[src/rtl/lreg_stack_ctrl.sv]
// lreg_stack_ctrl: local-register ring sequencer for PUSH/POP and for
// register-stack overflow (spill to memory) and underflow (fill from memory).
// Owns alpha (rO ring index), gamma (rS ring index), the ring occupancy and
// the rS memory pointer.
// Optional: define LSTACK_STATS_EN to add spill_cnt/fill_cnt word counters.
module lreg_stack_ctrl #(
  parameter int RING_BITS = 8,
  parameter int ADDR_W    = 64
) (
  input  logic                  clk,
  input  logic                  reset_n,
  input  logic                  cmd_valid,
  output logic                  cmd_ready,
  input  logic [1:0]            cmd_op,
  input  logic [RING_BITS:0]    cmd_n,
  input  logic [RING_BITS:0]    l_cur,
  input  logic                  rs_set,
  input  logic [ADDR_W-1:0]     rs_wdata,
  output logic                  cmd_done,
  output logic                  cmd_err,
  output logic [RING_BITS-1:0]  alpha,
  output logic [RING_BITS-1:0]  gamma,
  output logic [RING_BITS:0]    stored,
  output logic [ADDR_W-1:0]     rs,
  output logic                  rf_rd_req,
  output logic [7:0]            rf_rd_addr,
  input  logic                  rf_rd_valid,
  input  logic [63:0]           rf_rd_data,
  output logic                  rf_we,
  output logic [7:0]            rf_wa,
  output logic [63:0]           rf_wd,
  output logic                  mem_req,
  output logic                  mem_we,
  output logic [ADDR_W-1:0]     mem_addr,
  output logic [63:0]           mem_wdata,
  input  logic                  mem_ack,
  input  logic [63:0]           mem_rdata
`ifdef LSTACK_STATS_EN
  ,
  output logic [31:0]           spill_cnt,
  output logic [31:0]           fill_cnt
`endif
);

  localparam int CW = RING_BITS + 2;
  localparam logic [CW-1:0]        RING_W = CW'(1 << RING_BITS);
  localparam logic [RING_BITS-1:0] R_ONE  = 1;
  localparam logic [RING_BITS:0]   S_ONE  = 1;
  localparam logic [ADDR_W-1:0]    OCT    = 8;

  localparam logic [1:0] OP_ENSURE = 2'd1;
  localparam logic [1:0] OP_PUSH   = 2'd2;
  localparam logic [1:0] OP_POP    = 2'd3;

  localparam logic [2:0] S_IDLE  = 3'd0;
  localparam logic [2:0] S_SP_RD = 3'd1;
  localparam logic [2:0] S_SP_WR = 3'd2;
  localparam logic [2:0] S_FL_RD = 3'd3;
  localparam logic [2:0] S_FL_WR = 3'd4;
  localparam logic [2:0] S_DONE  = 3'd5;

  logic [2:0]           state_q, state_d;
  logic [RING_BITS-1:0] alpha_q, alpha_d, gamma_q, gamma_d;
  logic [RING_BITS:0]   stored_q, stored_d, rem_q, rem_d, popk_q, popk_d;
  logic [ADDR_W-1:0]    rs_q, rs_d;
  logic [63:0]          sbuf_q, sbuf_d;
  logic                 err_q, err_d;

  // Occupancy math is done one bit wider than the ring count so that
  // RING - stored - l_cur and n - free never wrap.
  logic [CW-1:0] st_w, l_w, n_w, free_w, need_w, pop_lim_w;
  assign st_w      = {1'b0, stored_q};
  assign l_w       = {1'b0, l_cur};
  assign n_w       = {1'b0, cmd_n};
  assign free_w    = RING_W - st_w - l_w;
  assign need_w    = n_w - free_w;
  assign pop_lim_w = RING_W - l_w;

  // Next-state: command decode in IDLE, one word per SP/FL round trip.
  always_comb begin
    state_d  = state_q;
    alpha_d  = alpha_q;
    gamma_d  = gamma_q;
    stored_d = stored_q;
    rem_d    = rem_q;
    popk_d   = popk_q;
    rs_d     = rs_q;
    sbuf_d   = sbuf_q;
    err_d    = err_q;
    unique case (state_q)
      S_IDLE: begin
        // rS load lands in the same cycle, so a concurrent command sees it.
        if (rs_set) rs_d = {rs_wdata[ADDR_W-1:3], 3'b000};
        if (cmd_valid) begin
          err_d   = 1'b0;
          state_d = S_DONE;
          unique case (cmd_op)
            OP_ENSURE: begin
              if (n_w > free_w) begin
                if (st_w >= need_w) begin
                  rem_d   = need_w[RING_BITS:0];
                  state_d = S_SP_RD;
                end else begin
                  err_d = 1'b1;
                end
              end
            end
            OP_PUSH: begin
              if (n_w > free_w) begin
                err_d = 1'b1;
              end else begin
                alpha_d  = alpha_q + cmd_n[RING_BITS-1:0];
                stored_d = stored_q + cmd_n;
              end
            end
            OP_POP: begin
              if (n_w > pop_lim_w) begin
                err_d = 1'b1;
              end else if (cmd_n <= stored_q) begin
                alpha_d  = alpha_q - cmd_n[RING_BITS-1:0];
                stored_d = stored_q - cmd_n;
              end else begin
                rem_d   = cmd_n - stored_q;
                popk_d  = cmd_n;
                state_d = S_FL_RD;
              end
            end
            default: ;
          endcase
        end
      end
      S_SP_RD: begin
        if (rf_rd_valid) begin
          sbuf_d  = rf_rd_data;
          state_d = S_SP_WR;
        end
      end
      S_SP_WR: begin
        if (mem_ack) begin
          gamma_d  = gamma_q + R_ONE;
          rs_d     = rs_q + OCT;
          stored_d = stored_q - S_ONE;
          rem_d    = rem_q - S_ONE;
          state_d  = (rem_q == S_ONE) ? S_DONE : S_SP_RD;
        end
      end
      S_FL_RD: begin
        if (mem_ack) begin
          sbuf_d  = mem_rdata;
          state_d = S_FL_WR;
        end
      end
      S_FL_WR: begin
        gamma_d = gamma_q - R_ONE;
        rs_d    = rs_q - OCT;
        rem_d   = rem_q - S_ONE;
        if (rem_q == S_ONE) begin
          // Last fill: the deferred pop is applied against post-fill stored.
          alpha_d  = alpha_q - popk_q[RING_BITS-1:0];
          stored_d = stored_q + S_ONE - popk_q;
          state_d  = S_DONE;
        end else begin
          stored_d = stored_q + S_ONE;
          state_d  = S_FL_RD;
        end
      end
      S_DONE:  state_d = S_IDLE;
      default: state_d = S_IDLE;
    endcase
  end

  // State and pointer registers; reset aborts any in-flight transfer.
  always_ff @(posedge clk or negedge reset_n) begin
    if (!reset_n) begin
      state_q  <= S_IDLE;
      alpha_q  <= '0;
      gamma_q  <= '0;
      stored_q <= '0;
      rem_q    <= '0;
      popk_q   <= '0;
      rs_q     <= '0;
      sbuf_q   <= '0;
      err_q    <= 1'b0;
    end else begin
      state_q  <= state_d;
      alpha_q  <= alpha_d;
      gamma_q  <= gamma_d;
      stored_q <= stored_d;
      rem_q    <= rem_d;
      popk_q   <= popk_d;
      rs_q     <= rs_d;
      sbuf_q   <= sbuf_d;
      err_q    <= err_d;
    end
  end

  assign cmd_ready  = (state_q == S_IDLE);
  assign cmd_done   = (state_q == S_DONE);
  assign cmd_err    = (state_q == S_DONE) && err_q;
  assign alpha      = alpha_q;
  assign gamma      = gamma_q;
  assign stored     = stored_q;
  assign rs         = rs_q;
  assign rf_rd_req  = (state_q == S_SP_RD);
  assign rf_rd_addr = 8'(gamma_q);
  assign rf_we      = (state_q == S_FL_WR);
  assign rf_wa      = rf_we ? 8'(gamma_q - R_ONE) : 8'd0;
  assign rf_wd      = sbuf_q;
  assign mem_req    = (state_q == S_SP_WR) || (state_q == S_FL_RD);
  assign mem_we     = (state_q == S_SP_WR);
  assign mem_addr   = (state_q == S_FL_RD) ? (rs_q - OCT) : rs_q;
  assign mem_wdata  = sbuf_q;

`ifdef LSTACK_STATS_EN
  logic [31:0] spill_q, fill_q;

  // Completed-word counters, free-running with natural 32-bit wrap.
  always_ff @(posedge clk or negedge reset_n) begin
    if (!reset_n) begin
      spill_q <= '0;
      fill_q  <= '0;
    end else begin
      if (state_q == S_SP_WR && mem_ack) spill_q <= spill_q + 32'd1;
      if (state_q == S_FL_WR)            fill_q  <= fill_q + 32'd1;
    end
  end

  assign spill_cnt = spill_q;
  assign fill_cnt  = fill_q;
`endif

endmodule
[config.mk]
export PLATFORM = sky130hd
export DESIGN_NAME = lreg_stack_ctrl
export DESIGN_NICKNAME = d
export VERILOG_FILES = /design/src/rtl/lreg_stack_ctrl.sv
export SDC_FILE = /design/constraint.sdc
export NUM_CORES = 1
export LEC_CHECK = 0
export ABC_AREA = 1
export CAP_MARGIN = 30
export CORE_MARGIN = 3
export CORE_UTILIZATION = 45
export CTS_CLUSTER_DIAMETER = 60
export DETAILED_ROUTE_END_ITERATION = 6
export PLACE_DENSITY = 0.8
export SYNTH_ARGS = -nofsm -noshare
export SYNTH_HDL_FRONTEND = slang
export SYNTH_SLANG_ARGS = --single-unit
[constraint.sdc]
create_clock -name clk -period 3.7 [get_ports clk]
set_clock_uncertainty 0.15 [all_clocks]
set_input_delay 0.74 -clock clk [delete_from_list [all_inputs] [get_ports clk]]
set_output_delay 0.74 -clock clk [all_outputs]
set_load 0.03 [all_outputs]
* After elaboration in Yosys (flattened, before gate mapping)
Cells that the tools add are included.
** Operators by class
- Add/subtract/negate cells :: 18
- $lt $le $gt $ge :: 4
- Eq/ne operators :: 23
- Muxes and demuxes :: 50
- Bitwise operators :: 2
- Reductions and logical operators :: 16
** Operators by type and width (count)
- 2-to-1 mux 64 bit :: 5
- one-hot mux 64 bit (3 select lines) :: 1
- one-hot mux 64 bit (2 select lines) :: 1
- 2-to-1 mux 9 bit :: 12
- adder 64 x 4 -> 64 bit, second input constant :: 1
- subtractor 64 x 4 -> 64 bit, second input constant :: 1
- 2-to-1 mux 8 bit :: 7
- one-hot mux 9 bit (3 select lines) :: 2
- one-hot mux 8 bit (2 select lines) :: 3
- one-hot mux 9 bit (2 select lines) :: 2
- 2-to-1 mux 3 bit :: 10
- subtractor 9 bit :: 3
- > comparator 9 x 10 -> 1 bit :: 2
- subtractor 9 x 9 -> 10 bit, first input constant :: 2
- != test 3 bit, second input constant :: 6
- subtractor 9 x 1 -> 9 bit, second input constant :: 2
- subtractor 8 bit :: 2
- one-hot mux 3 bit (5 select lines) :: 1
- AND reduction 7 bit :: 2
- >= comparator 9 x 10 -> 1 bit :: 1
- subtractor 10 x 9 -> 10 bit :: 1
- subtractor 9 x 10 -> 10 bit :: 1
- adder 9 x 1 -> 9 bit, second input constant :: 1
- adder 9 bit :: 1
- 27 further kinds :: 43
** Storage, ports and cells
- Flip-flop bits (word level) :: 175
- Bits of input ports :: 218
- Word-level logic and storage cells :: 122

* Longest topological paths before layout
- Depth after elaboration :: 9
- Gate-level depth with buffers :: 27

* Worst setup path before layout
OpenSTA, ideal clock, no wires.
- Kind :: input -> register
- From :: input l_cur[1]
- To :: register rem_q[6]
- Arrival :: 3.942 ns
- Required time :: 3.484 ns
- Setup slack :: -0.457 ns
- Stages :: 26
- Path buffers :: 0
- Path through :: ha_1 inv_1 ha_1 fa_1 xnor2_1 ha_1 nand2_1 inv_1 nand2_1 nand2_1 a21oi_1 xor2_1 ha_1 nand2_1 inv_1 a21oi_1 nand2_1 nand2_1 nand2_1 a21oi_1 nor2_1 nand2_1 nand3_2 nand2_4 nand2_1 nand2_1
** On the way
- Longest elaborated chain between the ends :: 7
** RTL lines
- start: declaration :: RTL line 16 : input logic [RING_BITS:0] l_cur,
- branches (longest 7 deep; another with subtractor 10 x 9 -> 10 bit)
- end signal: assignment :: RTL line 189 : rem_q <= rem_d;
- end: declaration :: RTL line 64 : logic [RING_BITS:0] stored_q, stored_d, rem_q, rem_d, popk_q, popk_d;
Several ways; the timed one is not identified. The select of a mux whose other input is x is not followed.
A chain may end at the register's enable or synchronous reset.

* Worst setup path after layout
- From :: register stored_q[1] (netlist: stored[1])
- To :: register rem_q[6]
** On the way
- Longest elaborated chain between the ends :: 8
** RTL lines
- start: declaration :: RTL line 64
- start signal: assignment :: RTL line 188 : stored_q <= stored_d;
- branches (longest 8 deep; another with subtractor 9 x 9 -> 10 bit)
Several ways; the timed one is not identified. The select of a mux whose other input is x is not followed.

==> impl_metrics.tcl <==
set metrics [dict create \
    relSlewSlack 0.3664 \
    synth_most_common_cell "nand2_1" \
    synth_enable_flop_cells 0 \
    share_seq_of_total_power 0.135 \
    worstSetupEndpointType "register" \
    final.min_clock_period_ns 4.060 \
    drt_iter0_drc 2980 \
    p_leak_nw 11.30 \
    switchingPower_mw 16.86 \
    syn_inst 2801 \
    seq_area_sq_um 4312 \
    first_global_vias 21308 \
    critPathSlowestCell "dfrtp_1" \
    via_per_inst 5.826 \
    crit_start "stored[1]" \
    clockRootBuffer "clkbuf_16" \
    avgRoutedWirePerCell_microns 23.45 \
    core-area_sq_um 38110 \
    crit_type "register to register" \
    worstMarginPinSlew_ns 0.9441 \
    place_inst 3822 \
    finalSetupTns_ns -5.113 \
    clkTransAtPathRegs_ns 0.08 \
    setup_viol 28 \
    failed_checks "DRC, setup timing" \
    synth_flop_cell "dfrtp_1" \
    yosysUniqueCellTypes 60 \
    clock.fmax_mhz 246.3 \
    comb_power_share 0.801 \
    power_mw 30.07 \
    die_h_microns 203.8 \
    drv_cap 0 \
    clkPwrFrac 0.064 \
    rsz0062_at_grt "yes" \
    die_w_microns 203.8 \
    crit_family "adder cells" \
    worst_setup_path_start_kind "register" \
    synth-seq-cells 172 \
    firstDrtPassIters 7 \
    ioPinCount 522 \
    syn-cell-area_sq_um 17610 \
    grt_max_degree 84 \
    synth-async-reset-ratio 1.000 \
    final_max_slew_viol_count 0 \
    path_buf_inv 3 \
    synth_top_area_frac 0.2445 \
    arrival_ns 4.31 \
    row_count 71 \
    fillerInstances 3359 \
    vias 22670 \
    post-route-worst-setup-slack_ns -0.3605 \
    p_int_mw 13.21 \
    synthTopCellsByCount "nand2_1, nor2_1, inv_1" \
    yosysSeqAreaShare 0.2445 \
    cp.required_ns 3.95 \
    antenna_found_initial 16 \
    outcome "complete, but fails checks" \
    avgSynthCellArea_sq_um 6.285 \
    p_sw_frac 0.5608 \
    utilization 0.6652 \
    die-area_sq_um 41530 \
    track_usage 0.4207 \
    fin_crit_sh 1.097 \
    layout-drive-gt1-share 0.1489 \
    cts_sinks 172 \
    drcViolationCount 6 \
    power-per-cell-area_nw_per_um2 1186 \
    port_buffers 512 \
    yosysTopAreaCell "dfrtp_1" \
    cts_made_buffers 17 \
    grt_first_pass_wirelength_microns 132700 \
    r2r-start "stored[1]" \
    nets 3661 \
    yosys-top-cells-area "dfrtp_1, nand2_1, nand3_1" \
    cts_tree "built" \
    post-place-ws_ns -1.304 \
    htreeDepth 4 \
    irDropWorstVdd_v 0.001208 \
    multiInputGateArea_sq_um 11600 \
    cts_hold_buf 0 \
    ant_nets 0 \
    clock_latency_ns 0.47 \
    grt_overflow 0 \
    worstPathCellList "ha_4 > inv_2 > ha_4 > fa_2 > xnor2_2 > ha_4 > buf_4 > nand2_2 > o21ai_2 > xnor2_2 > ha_1 > nand2_2 > inv_2 > a21oi_2 > nand2_1 > nand2_1 > nand2_2 > a21oi_2 > nor2_2 > nand2_2 > nand3_4 > nand2_4 > nand2_1 > nand2_1" \
    max_stage_delay_ns 0.44 \
    hpwl_microns 73580 \
    start_util 0.4620 \
    worstPathMaxFanout 6 \
    clockBufferDepth 2 \
    min-delay-path-class "primary input to async pin" \
    routed_wl_microns 91230 \
    final_hold_viol_count 0 \
    yosys_warnings 0 \
    place_congestion 1.077 \
    area_delta_synth_final_pct 43.98 \
    stdcell_count 3891 \
]
[state kept, by name, summed over array words and instances, names as in the netlist]
signal / flops
alpha: 8
err_q: 1
gamma: 8
mem_wdata: 64
popk_q: 9
rem_q: 9
rs: 61
state_q: 3
stored: 9
[path summary, 6_finish.rpt]
check / to / slack (ns) / depth (start not counted)
worst max-delay path: rem_q[6] / -0.36 / 24
worst min register to register: popk_q[2] / 0.34 / 2
min in group clk: popk_q[2] / 0.34 / 2
worst min-delay path: state_q[1] / 0.08 / 1
max in group asynchronous: rs[29] / 2.52 / 2
worst max register to register: rem_q[6] / -0.36 / 24
[cell families after synthesis]
family / count (synthesis) / share of synthesized area
other: 1 / 0.0002130
AO/OA/AOI/OAI: 422 / 0.1354
buffers and inverters: 497 / 0.1308
adder cells (fa/ha/maj): 91 / 0.06723
flip-flops: 172 / 0.2445
XOR/XNOR: 87 / 0.04328
AND/OR/NAND/NOR: 1531 / 0.3786
[per-stage QoR]
step	hold slack, ns	cell area (sq um)
final	0.07577	25350
after CTS	0.08879	25010
after global routing	0.09914	25350
after floorplan	0.2919	17720
after global placement	0.3176	24120
after detailed placement	0.3235	24120
[final cells by class]
cell class	count	share of cell area
Antenna cell	15	0.001481
Clock buffer	21	0.01856
Clock inverter	11	0.004886
Inverter	293	0.04378
Multi-Input combinational cell	2139	0.4577
Sequential cell	172	0.1701
Tap cell	511	0.02522
Timing Repair Buffer	729	0.2783
[layer usage]
layer | share of wire | vias up | wire, microns | GRT usage
met4 | 0.065 | 2 | 5920 | 0.2355
met5 | 0.00014 | - | 13 | 0.001190
li1 | - | 10200 | - | -
met3 | 0.12 | 291 | 11180 | 0.1071
met2 | 0.42 | 1569 | 38400 | 0.6215
met1 | 0.39 | 10608 | 35710 | 0.5607
[power groups by stage]
stage / Clock, mW / Combinational [mW] / Sequential [mW]
after detailed placement: 0 / 22.0 / 3.97
after CTS: 1.93 / 23.0 / 3.95
after global placement: 0 / 21.8 / 3.96
after floorplan: 0 / 11.8 / 5.24
final: 1.93 / 24.1 / 4.06
after global routing: 2.00 / 25.6 / 4.14
[timing repair]
action                     4_1_cts  5_1_grt
gates cloned                     2        0
pin swaps                       43       43
buffers inserted                13        7
resized for setup               76      101
setup endpoints to repair       51       64
[placed cells by master (no fill, tap or decap), types with 17 or more instances in the layout]
master,instances
a21oi_1,88
a31oi_1,68
buf_12,35
buf_4,222
clkbuf_16,17
clkdlybuf4s50_1,446
dfrtp_1,166
ha_1,68
inv_1,266
inv_2,22
nand2_1,724
nand2_2,29
nand3_1,255
nand4_1,49
nor2_1,318
nor2_2,32
nor3_1,45
o21ai_0,173
o21ai_1,29
xor2_1,71
(Power assumes the default switching activity.)
